`config.mk`:
```
export PLATFORM = sky130hd
export DESIGN_NAME = line_engine
export DESIGN_NICKNAME = d
export VERILOG_FILES = /design/src/rtl/line_engine_pkg.sv /design/src/rtl/line_engine_stepper.sv /design/src/rtl/line_engine.sv
export SDC_FILE = /design/constraint.sdc
export NUM_CORES = 1
export LEC_CHECK = 0
export CORE_UTILIZATION = 39
export DETAILED_ROUTE_END_ITERATION = 7
export DONT_BUFFER_PORTS = 1
export HOLD_SLACK_MARGIN = 0.02
export SLEW_MARGIN = 10
export SYNTH_ARGS = -nofsm -noshare
export SYNTH_HDL_FRONTEND = slang
export SYNTH_SLANG_ARGS = --single-unit
```
`constraint.sdc`:
```
create_clock -name clk -period 20.9 [get_ports clk]
set_clock_uncertainty 0.2 [all_clocks]
set_input_delay 3.135 -clock clk [delete_from_list [all_inputs] [get_ports clk]]
set_output_delay 3.135 -clock clk [all_outputs]
set_load 0.02 [all_outputs]
```
`src/rtl/line_engine_pkg.sv`:
```
// -----------------------------------------------------------------------------
// line_engine_pkg
// Shared definitions for the Bresenham line engine.
//   - le_state_e      : FSM state encoding (IDLE, SWAP, INIT, DRAW)
//   - H_RES_DEFAULT   : default visible width in pixels
//   - V_RES_DEFAULT   : default visible height in lines
//   - pixel_addr()    : linear framebuffer address, y*h_res + x
// -----------------------------------------------------------------------------
package line_engine_pkg;

   typedef enum logic [1:0] {
      ST_IDLE = 2'd0,
      ST_SWAP = 2'd1,
      ST_INIT = 2'd2,
      ST_DRAW = 2'd3
   } le_state_e;

   localparam int H_RES_DEFAULT = 1024;
   localparam int V_RES_DEFAULT = 768;

   // Full 32-bit result; callers cast down to their address width.
   function automatic logic [31:0] pixel_addr(input logic [31:0] px,
                                              input logic [31:0] py,
                                              input logic [31:0] h_res);
      return (py * h_res) + px;
   endfunction

endpackage

```
`src/rtl/line_engine_stepper.sv`:
```
// -----------------------------------------------------------------------------
// bresenham_stepper
// Walks one line with the integer Bresenham recurrence.
//   prep          : normalise raw endpoints (steep swap, then endpoint order)
//   load          : initialise dx/dy/ystep/err and the cursor from them
//   advance       : take one step along the major axis
//   x0..y1        : raw endpoints (only used while prep is high)
//   px, py        : plot point of the current step, on_screen: it is visible
//   last          : current step is the final one of the line
//   nxt_px/py     : plot point after this edge (lets the owner register it)
//   nxt_on_screen : visibility of that next point
// -----------------------------------------------------------------------------
module bresenham_stepper
   import line_engine_pkg::*;
#(
   parameter int H_RES      = H_RES_DEFAULT,
   parameter int V_RES      = V_RES_DEFAULT,
   parameter int COORD_BITS = 11
) (
   input  logic                  clk,
   input  logic                  rst_b,
   input  logic                  prep,
   input  logic                  load,
   input  logic                  advance,
   input  logic [COORD_BITS-1:0] x0,
   input  logic [COORD_BITS-1:0] y0,
   input  logic [COORD_BITS-1:0] x1,
   input  logic [COORD_BITS-1:0] y1,
   output logic [COORD_BITS-1:0] px,
   output logic [COORD_BITS-1:0] py,
   output logic                  on_screen,
   output logic                  last,
   output logic [COORD_BITS-1:0] nxt_px,
   output logic [COORD_BITS-1:0] nxt_py,
   output logic                  nxt_on_screen
);

   localparam int EW = COORD_BITS + 2;
   localparam logic [COORD_BITS-1:0] ONE = COORD_BITS'(1'b1);

   logic [COORD_BITS-1:0] ex0_r, ey0_r, ex1_r, ey1_r;
   logic [COORD_BITS-1:0] cx_r, cy_r, dx_r, dy_r;
   logic                  steep_r, ystep_neg_r;
   logic signed [EW-1:0]  err_r;

   logic [COORD_BITS-1:0] adx_s, ady_s, ax0_s, ay0_s, ax1_s, ay1_s;
   logic                  steep_s;
   logic [COORD_BITS-1:0] ldx_s, ldy_s;
   logic signed [EW-1:0]  err_dec_s;
   logic [COORD_BITS-1:0] cx_n, cy_n, dx_n, dy_n;
   logic                  yneg_n;
   logic signed [EW-1:0]  err_n;

   // Steepness test and x/y exchange of the raw endpoints.
   always_comb begin
      adx_s   = (x1 >= x0) ? (x1 - x0) : (x0 - x1);
      ady_s   = (y1 >= y0) ? (y1 - y0) : (y0 - y1);
      steep_s = (ady_s > adx_s);
      if (steep_s) begin
         ax0_s = y0;
         ay0_s = x0;
         ax1_s = y1;
         ay1_s = x1;
      end else begin
         ax0_s = x0;
         ay0_s = y0;
         ax1_s = x1;
         ay1_s = y1;
      end
   end

   // Next cursor/error state for load, advance or hold.
   always_comb begin
      ldx_s     = ex1_r - ex0_r;
      ldy_s     = (ey1_r >= ey0_r) ? (ey1_r - ey0_r) : (ey0_r - ey1_r);
      err_dec_s = err_r - $signed({2'b00, dy_r});
      cx_n      = cx_r;
      cy_n      = cy_r;
      dx_n      = dx_r;
      dy_n      = dy_r;
      yneg_n    = ystep_neg_r;
      err_n     = err_r;
      if (load) begin
         dx_n   = ldx_s;
         dy_n   = ldy_s;
         yneg_n = ~(ey0_r < ey1_r);
         err_n  = $signed({3'b000, ldx_s[COORD_BITS-1:1]});
         cx_n   = ex0_r;
         cy_n   = ey0_r;
      end else if (advance) begin
         cx_n = cx_r + ONE;
         // Sign bit of err-dy decides whether the minor axis moves.
         if (err_dec_s[EW-1]) begin
            cy_n  = ystep_neg_r ? (cy_r - ONE) : (cy_r + ONE);
            err_n = err_dec_s + $signed({2'b00, dx_r});
         end else begin
            cy_n  = cy_r;
            err_n = err_dec_s;
         end
      end else begin
         cx_n  = cx_r;
         err_n = err_r;
      end
   end

   // Plot point decode for the current and the upcoming step.
   always_comb begin
      px            = steep_r ? cy_r : cx_r;
      py            = steep_r ? cx_r : cy_r;
      nxt_px        = steep_r ? cy_n : cx_n;
      nxt_py        = steep_r ? cx_n : cy_n;
      on_screen     = (32'(px) < 32'(H_RES)) && (32'(py) < 32'(V_RES));
      nxt_on_screen = (32'(nxt_px) < 32'(H_RES)) && (32'(nxt_py) < 32'(V_RES));
      last          = (cx_r == ex1_r);
   end

   // Normalised endpoints, captured during SWAP; endpoint order fixed by x.
   always_ff @(posedge clk) begin
      if (!rst_b) begin
         steep_r <= 1'b0;
         ex0_r   <= '0;
         ey0_r   <= '0;
         ex1_r   <= '0;
         ey1_r   <= '0;
      end else if (prep) begin
         steep_r <= steep_s;
         if (ax0_s > ax1_s) begin
            ex0_r <= ax1_s;
            ey0_r <= ay1_s;
            ex1_r <= ax0_s;
            ey1_r <= ay0_s;
         end else begin
            ex0_r <= ax0_s;
            ey0_r <= ay0_s;
            ex1_r <= ax1_s;
            ey1_r <= ay1_s;
         end
      end
   end

   // Cursor, deltas and error accumulator.
   always_ff @(posedge clk) begin
      if (!rst_b) begin
         cx_r        <= '0;
         cy_r        <= '0;
         dx_r        <= '0;
         dy_r        <= '0;
         ystep_neg_r <= 1'b0;
         err_r       <= '0;
      end else begin
         cx_r        <= cx_n;
         cy_r        <= cy_n;
         dx_r        <= dx_n;
         dy_r        <= dy_n;
         ystep_neg_r <= yneg_n;
         err_r       <= err_n;
      end
   end

endmodule

```
`src/rtl/line_engine.sv`:
```
// -----------------------------------------------------------------------------
// line_engine
// Bresenham line accelerator writing 1-bit pixels into the framebuffer.
//   clk, rst_b           : pixel clock, synchronous active-low reset
//   start_valid/ready    : command handshake (ready only in IDLE)
//   x0, y0, x1, y1, color: command, sampled on the handshake
//   busy                 : handshake until done
//   done                 : one-cycle pulse after the final step
//   fb_we/addr/wdata     : registered framebuffer write request
//   fb_ready             : write accepted when fb_we && fb_ready
// -----------------------------------------------------------------------------
module line_engine
   import line_engine_pkg::*;
#(
   parameter int H_RES      = H_RES_DEFAULT,
   parameter int V_RES      = V_RES_DEFAULT,
   parameter int COORD_BITS = 11,
   parameter int ADDR_BITS  = 20
) (
   input  logic                  clk,
   input  logic                  rst_b,
   input  logic                  start_valid,
   output logic                  start_ready,
   input  logic [COORD_BITS-1:0] x0,
   input  logic [COORD_BITS-1:0] y0,
   input  logic [COORD_BITS-1:0] x1,
   input  logic [COORD_BITS-1:0] y1,
   input  logic                  color,
   output logic                  busy,
   output logic                  done,
   output logic                  fb_we,
   output logic [ADDR_BITS-1:0]  fb_addr,
   output logic                  fb_wdata,
   input  logic                  fb_ready
);

   le_state_e             state_r, state_nxt_s;
   logic [COORD_BITS-1:0] x0_r, y0_r, x1_r, y1_r;
   logic                  color_r;
   logic                  prep_s, load_s, step_s, adv_s;
   logic [COORD_BITS-1:0] px_s, py_s, nxt_px_s, nxt_py_s;
   logic                  on_screen_s, last_s, nxt_on_screen_s;

   bresenham_stepper #(
      .H_RES      (H_RES),
      .V_RES      (V_RES),
      .COORD_BITS (COORD_BITS)
   ) u_stepper (
      .clk           (clk),
      .rst_b         (rst_b),
      .prep          (prep_s),
      .load          (load_s),
      .advance       (adv_s),
      .x0            (x0_r),
      .y0            (y0_r),
      .x1            (x1_r),
      .y1            (y1_r),
      .px            (px_s),
      .py            (py_s),
      .on_screen     (on_screen_s),
      .last          (last_s),
      .nxt_px        (nxt_px_s),
      .nxt_py        (nxt_py_s),
      .nxt_on_screen (nxt_on_screen_s)
   );

   // FSM state register.
   always_ff @(posedge clk) begin
      if (!rst_b) begin
         state_r <= ST_IDLE;
      end else begin
         state_r <= state_nxt_s;
      end
   end

   // FSM next-state logic.
   always_comb begin
      state_nxt_s = state_r;
      case (state_r)
         ST_IDLE: begin
            if (start_valid) state_nxt_s = ST_SWAP;
            else             state_nxt_s = ST_IDLE;
         end
         ST_SWAP: state_nxt_s = ST_INIT;
         ST_INIT: state_nxt_s = ST_DRAW;
         ST_DRAW: begin
            if (step_s && last_s) state_nxt_s = ST_IDLE;
            else                  state_nxt_s = ST_DRAW;
         end
         default: state_nxt_s = ST_IDLE;
      endcase
   end

   // FSM decoded controls; off-screen steps advance without waiting for the port.
   always_comb begin
      start_ready = 1'b0;
      prep_s      = 1'b0;
      load_s      = 1'b0;
      step_s      = 1'b0;
      case (state_r)
         ST_IDLE: start_ready = 1'b1;
         ST_SWAP: prep_s      = 1'b1;
         ST_INIT: load_s      = 1'b1;
         ST_DRAW: step_s      = (~on_screen_s) | fb_ready;
         default: start_ready = 1'b0;
      endcase
      // The final step ends the line; the cursor is not moved past x1.
      adv_s = step_s & ~last_s;
   end

   // Command capture on the handshake.
   always_ff @(posedge clk) begin
      if (!rst_b) begin
         x0_r    <= '0;
         y0_r    <= '0;
         x1_r    <= '0;
         y1_r    <= '0;
         color_r <= 1'b0;
      end else if ((state_r == ST_IDLE) && start_valid) begin
         x0_r    <= x0;
         y0_r    <= y0;
         x1_r    <= x1;
         y1_r    <= y1;
         color_r <= color;
      end
   end

   // Registered status and write port, built from the point the stepper moves to.
   // A stalled step leaves the stepper unchanged, so the request holds by itself.
   always_ff @(posedge clk) begin
      if (!rst_b) begin
         busy     <= 1'b0;
         done     <= 1'b0;
         fb_we    <= 1'b0;
         fb_addr  <= '0;
         fb_wdata <= 1'b0;
      end else begin
         busy <= (state_nxt_s != ST_IDLE);
         done <= (state_r == ST_DRAW) && (state_nxt_s == ST_IDLE);
         if ((state_nxt_s == ST_DRAW) && nxt_on_screen_s) begin
            fb_we    <= 1'b1;
            fb_addr  <= ADDR_BITS'(pixel_addr(32'(nxt_px_s), 32'(nxt_py_s), 32'(H_RES)));
            fb_wdata <= color_r;
         end else begin
            fb_we    <= 1'b0;
            fb_addr  <= '0;
            fb_wdata <= 1'b0;
         end
      end
   end

endmodule

```
# ---- Word level (Yosys, flattened, before mapping)
# Index checks and enable logic that the tools add are counted.
dict set report op_classes {
  n_eq_ne 5
  n_mux 32
  n_bitwise 6
  n_reduce_logical 12
  add_sub_neg 13
  order_cmp 10
}
# operator count
set ops {}
lappend ops {{$mux W11} 21}
lappend ops {{$sub A11 B11 Y11} 7}
lappend ops {{$ge A11 B11 Y1} 3}
lappend ops {{$add A11 B1 Y11 const B} 2}
lappend ops {{$gt A11 B11 Y1} 2}
lappend ops {{$lt A11 B10 Y1 const B} 2}
lappend ops {{$lt A11 B11 Y1 const B} 2}
lappend ops {{$add A20 B11 Y20} 1}
lappend ops {{$mux W10} 2}
lappend ops {{$add A13 B12 Y13} 1}
lappend ops {{$mux W13} 1}
lappend ops {{$sub A13 B12 Y13} 1}
lappend ops {{$eq A11 B11 Y1} 1}
lappend ops {{$lt A11 B11 Y1} 1}
lappend ops {{$sub A11 B1 Y11 const B} 1}
lappend ops {{$pmux W2 S4} 1}
lappend ops {{$eq A2 B2 Y1 const B} 3}
lappend ops {{$logic_and A1 B1 Y1} 6}
lappend ops {{$mux W1} 6}
lappend ops {{$logic_not A2 Y1} 2}
lappend ops {{$not A1 Y1} 4}
lappend ops {{$reduce_bool A2 Y1} 2}
lappend ops {{$eq A2 B1 Y1 const B} 1}
lappend ops {{$mux W2} 1}
lappend ops {{4 further kinds} 4}
dict set report totals {
  input_bits 49
  word_cells 101
  reg_bits 174
}

# ---- Longest topological paths before layout
dict set report logic_depth {
  depth_word 14
  depth_mapped 37
}

# ---- Hierarchy
# From an unflattened synthesis, not the netlist that was laid out.
dict set report hier_totals {
  cells_unflattened 1672
  area_unflattened_um2 13317.8
}
# mod instances seq_area_each_um2 cells_each area_per_inst_um2
set by_module_without_submodules {}
lappend by_module_without_submodules {bresenham_stepper 1 2062.0 1385 10785.3}
lappend by_module_without_submodules {line_engine 1 1421.4 287 2532.4}

# ---- Least setup slack after synthesis
# OpenSTA, ideal clock, no wires.
dict set report synth_timing {
  kind {register -> register}
  startpoint {register y1_r[7]}
  endpoint {register u_stepper.ex1_r[0]}
  setup_time_ns 0.117
  t_required_ns 20.583
  path_slack_ns 13.583
  stages_incl_launch_ff 35
  period_less_slack_ns 7.317
  arrival_ns 7.000
  path_cell_list {dfxtp_1 inv_1 ha_1 clkbuf_1 and3_1 nand2_1 nor3_1 or4_1 o31ai_1 clkbuf_1 mux2_2 ha_1 nor2b_1 o21ai_0 nand2b_1 a221oi_1 o21ai_0 a211oi_1 nor2_1 clkbuf_1 mux2i_1 inv_1 ha_1 nor2b_1 o21a_1 o21a_1 o211ai_1 a21boi_0 o21ai_0 a21oi_1 o31a_1 clkbuf_1 buf_2 mux2i_1 a22o_1}
}
dict set report synth_via {
  elab_chain_cells 6
  word_cells_on_any_way 9
}
# item line_no
set synth_rtl {}
lappend synth_rtl {{start: declaration} line_engine.sv:38} ;# logic [COORD_BITS-1:0] x0_r, y0_r, x1_r, y1_r;
lappend synth_rtl {{start signal: assignment} line_engine.sv:123} ;# y1_r <= y1;
lappend synth_rtl {{$sub A11 B11 Y11 or $ge A11 B11 Y1 (tied branches)} line_engine_stepper.sv:57} ;# ady_s = (y1 >= y0) ? (y1 - y0) : (y0 - y1);
lappend synth_rtl {{$mux W11} line_engine_stepper.sv:57}
lappend synth_rtl {{$gt A11 B11 Y1} line_engine_stepper.sv:58} ;# steep_s = (ady_s > adx_s);
lappend synth_rtl {{$mux W11} line_engine_stepper.sv:59} ;# if (steep_s) begin
lappend synth_rtl {{$gt A11 B11 Y1} line_engine_stepper.sv:127} ;# if (ax0_s > ax1_s) begin
lappend synth_rtl {{$mux W11 (*)} line_engine_stepper.sv:127}
lappend synth_rtl {{end signal: assignment} line_engine_stepper.sv:130} ;# ex1_r <= ax0_s;
lappend synth_rtl {{end signal: assignment} line_engine_stepper.sv:135} ;# ex1_r <= ax1_s;
lappend synth_rtl {{end: declaration} line_engine_stepper.sv:41} ;# logic [COORD_BITS-1:0] ex0_r, ey0_r, ex1_r, ey1_r;
# Every way passes the cells marked *; elsewhere a longest branch is shown, timed or not.
# A chain may end at the register's enable or synchronous reset.

# ---- Worst setup path after layout
dict set report layout_timing {
  startpoint {register y1_r[1]}
  endpoint {register u_stepper.ex0_r[7]}
}
dict set report layout_via {
  elab_chain_cells 6
  word_cells_on_any_way 9
}
# item line_no
set layout_rtl {}
lappend layout_rtl {{$sub A11 B11 Y11 or $ge A11 B11 Y1 (tied branches)} line_engine_stepper.sv:57}
lappend layout_rtl {{$mux W11} line_engine_stepper.sv:57}
lappend layout_rtl {{$gt A11 B11 Y1} line_engine_stepper.sv:58}
lappend layout_rtl {{$mux W11} line_engine_stepper.sv:59}
lappend layout_rtl {{$gt A11 B11 Y1} line_engine_stepper.sv:127}
lappend layout_rtl {{$mux W11 (*)} line_engine_stepper.sv:127}
lappend layout_rtl {{end signal: assignment} line_engine_stepper.sv:128} ;# ex0_r <= ax1_s;
lappend layout_rtl {{end signal: assignment} line_engine_stepper.sv:133} ;# ex0_r <= ax0_s;
lappend layout_rtl {{end: declaration} line_engine_stepper.sv:41}
# Marks and branches as above.

==> parameters.txt <==
Parameter                              Value

Critical path
  Category of the critical setup timing path    flop to flop
  Max FO, Critical Path    45
  Category of the worst setup path launch point    flop
  Largest stage delay on the critical path    0.60 ns
  Top Family by Delay on Critical Path    compound AO/OA/AOI/OAI gates
  Critical Path Slowest Stage Cell    sky130_fd_sc_hd__o31a_2
  Type of destination of the critical path    flop
  Worst path arrival time    8.34 ns
  Worst path required time    21.04 ns
  Critical path buffers and inverters    5

Placed design
  Gp weighted congestion    0.934
  Dpl hpwl    about 28 mm
  Port Buffer Count    0
  Area post-placement    13400 sq um
  Placed cell count    1991

Layout
  Util after Layout    42.8%
  Design area    14000 sq um
  Flip-flop count of the largest register, all copies and words added    20
  Post-layout instance count excluding filler cells    2023
  Fraction of final layout cells sized beyond drive strength 1    5.12%
  ANT cells    0
  Number of nets in the final layout    between 1500 and 2000
  Count of filler cells inserted in the layout    around 3400
  Register containing the most flip-flops in the final layout    fb_addr
  Relative area change from synthesis to final layout    7.27%
  Top Registers    fb_addr: 20 flops, u_stepper.err_r: 13 flops

Timing
  Final setup vio count    0
  Highest clock frequency the design can meet    0.122 GHz
  Hold violation total from the final report    0
  Actual slew at the worst max-slew pin    0.899 ns
  RSZ-0062 raised after global routing    false
  Count of final max-slew check failures    0
  Worst Hold Slack    0.255 ns
  Shortest period the worst path allows    8.20 ns
  Max-slew headroom at the worst pin    39.3%
  Share of the clock period used by the worst path after layout    39.2%
  Accumulated negative setup slack    0 ns

GRT
  GRT Total Usage    between 20% and 30%
  Met2 demand-to-capacity share in global routing    ~36%
  Overflow left after global routing    0
  Global-route track usage on met1    between 30% and 40%
  Antenna violations before repair    0
  Global-route met3 utilization    3.03%
  Vias in the first global route    10500
  First-pass GRT wire length    58.6 mm
  Busiest metal layer after global routing    met2
  Pin count of the biggest net entering global routing    between 60 and 70

CTS
  Clock buffer depth    2
  Clk_lat worst skew    about 0.46 ns
  Clock root buffer    sky130_fd_sc_hd__clkbuf_16
  Number of gates given a new drive strength after cts    0
  CTS tree    yes
  Clock sink count    174
  Post-CTS Setup Bufs    0
  Clk pin slew, worst setup/hold paths    0.07 ns
  Number of buffers inserted during clock tree synthesis    17
  H-tree depth reported by CTS    4
  Hold buffer count at CTS    0

Power
  Worst-case vdd ir drop    0.152 mV
  Leakage dissipation    5.74 nW
  Power density cells    171 nW/um^2

Die
  # rows    66
  Core area    32700 sq um
  Width of the chip    ~180 um
  Effective utilization at floorplan    39.9%
  Die span in y    185 um
  Die area    ~34000 sq um
  Boundary pin count    74

Yosys
  Async set-reset flop share out of synthesis    0%
  Area share of the largest cell type after synthesis    26.7%
  Library cell with the highest instance count after synthesis    sky130_fd_sc_hd__nand2_1
  EDFF count, synth    0
  Adder-Cell Fraction of Synth Area    between 10% and 20%
  Number of standard cells after synthesis    1614
  Number of warning messages in the yosys log    0
  Compound-Gate Fraction of Synth Area    21.4%
  Mapped Area    13000 sq um
  Fraction of synthesized cell area in xor and xnor cells    5.17%
  Most common library cells after synthesis    sky130_fd_sc_hd__nand2_1, sky130_fd_sc_hd__dfxtp_1, sky130_fd_sc_hd__a21oi_1, sky130_fd_sc_hd__inv_1, sky130_fd_sc_hd__ha_1
  Main combinational cell family by area after synthesis    compound AO/OA/AOI/OAI gates
  Synth unique cells    77
  Number of synthesized register bits    174
  Synthesized Nets    about 1800
  Simple-Gate Fraction of Synth Area    ~17%
  Mux cell area share after synthesis    9.36%
  Post-Synthesis Mean Instance Area    8.08 sq um
  Share of synthesized area occupied by flip-flops and latches    26.7%
  Largest area contributor in the synthesized netlist    sky130_fd_sc_hd__dfxtp_1
  Primary flip-flop cell chosen by synthesis mapping    sky130_fd_sc_hd__dfxtp_1
  Main area contributors after synthesis    sky130_fd_sc_hd__dfxtp_1, sky130_fd_sc_hd__ha_1, sky130_fd_sc_hd__mux2i_1

Detailed routing
  Detail-routed net length per standard cell    about 18 um
  Via total after detailed routing    11300
  Final wirelength    roughly 37 mm
  Per-cell via count in the routed design    5.58
  Drt first pass iters    5
  Remaining number of nets flagged by the antenna check after routing    0
  DRC Markers    0
  Starting DRT DRC Count    770

Worst hold path
  Worst hold path class    flop to flop

Job
  Max-cap violation count    0

Run status
  Result of the run    finished, final reports clean
routing by layer:
layer / share of wire, % / vias up / wire length (um)
li1: - / 5598 / -
met1: 47 / 5355 / 17300
met3: 4.2 / 49 / 1540
met5: 0 / - / 0
met2: 46 / 293 / 16700
met4: 2.6 / 0 / 949
cell usage in the layout (no fill, tap or decap), drive strengths merged, types with 10 or more instances in the layout:
master  instances
or3            13
nand2b         12
a22o           46
fa             10
o21a           11
a21oi         134
clkbuf         18
ha            130
a211oi         23
nor2b          21
inv           143
mux2i         114
o211ai         15
nand2         198
and3           11
nor2          100
xnor2          57
a21o           31
nor3           32
and2           26
a31oi          15
dfxtp         174
o21ai          63
nand4          11
buf            14
nand3          25
xor2           20
worst register-to-register path: cells and delay by family, from the launching register on:
family | cells | cell delay (ns)
XOR/XNOR | 1 | 0.23
flip-flops | 1 | 0.49
AND/OR/NAND/NOR | 3 | 0.40
adder cells (fa/ha/maj) | 3 | 0.96
multiplexers | 3 | 0.76
AO/OA/AOI/OAI | 17 | 3.70
buffers and inverters | 5 | 1.36
where the power goes:
group / internal [mW] / total, mW / switching (mW)
Combinational: 0.691 / 1.64 / 0.945
Clock: 0.169 / 0.325 / 0.157
Sequential: 0.377 / 0.435 / 0.0581
Total: 1.24 / 2.40 / 1.16
path summary, 6_finish.rpt:
kind	from	cells past startpoint	end	slack [ns]
setup / recovery	y1_r[1]	32	u_stepper.ex0_r[7]	12.70
hold / removal	u_stepper.dy_r[6]	2	u_stepper.dy_r[6]	0.26
setup reg to reg	y1_r[1]	32	u_stepper.ex0_r[7]	12.70
hold reg to reg	u_stepper.dy_r[6]	2	u_stepper.dy_r[6]	0.26
final cells by class:
type / instances / area [sq um] / area share (%)
clock buffer: 18 / 429 / 3.07
clock inverter: 14 / 148 / 1.06
inverter: 135 / 507 / 3.62
multi-input combinational: 1226 / 8760 / 62.6
sequential: 174 / 3480 / 24.9
tap: 442 / 553 / 3.95
timing repair buffer: 14 / 105 / 0.752
per-stage QoR:
step	power [mW]	setup slack (ns)
2_1_floorplan	1.74	13.58
3_3_place_gp	2.03	12.96
3_5_place_dp	2.05	12.80
4_1_cts	2.39	12.74
5_1_grt	2.59	12.08
6_report	2.40	12.70
kinds of logic (layout without fill, tap and decap cells):
group                      Yosys count  count (layout)
and+or+nand+nor                    474             474
AOI/OAI and AO/OA                  415             415
buffers and inverters              214             181
DFF                                174             174
adders and majority gates          140             140
muxes                              120             120
xor gates and xnor gates            77              77
No activity file was read; power rests on OpenSTA's default activity.
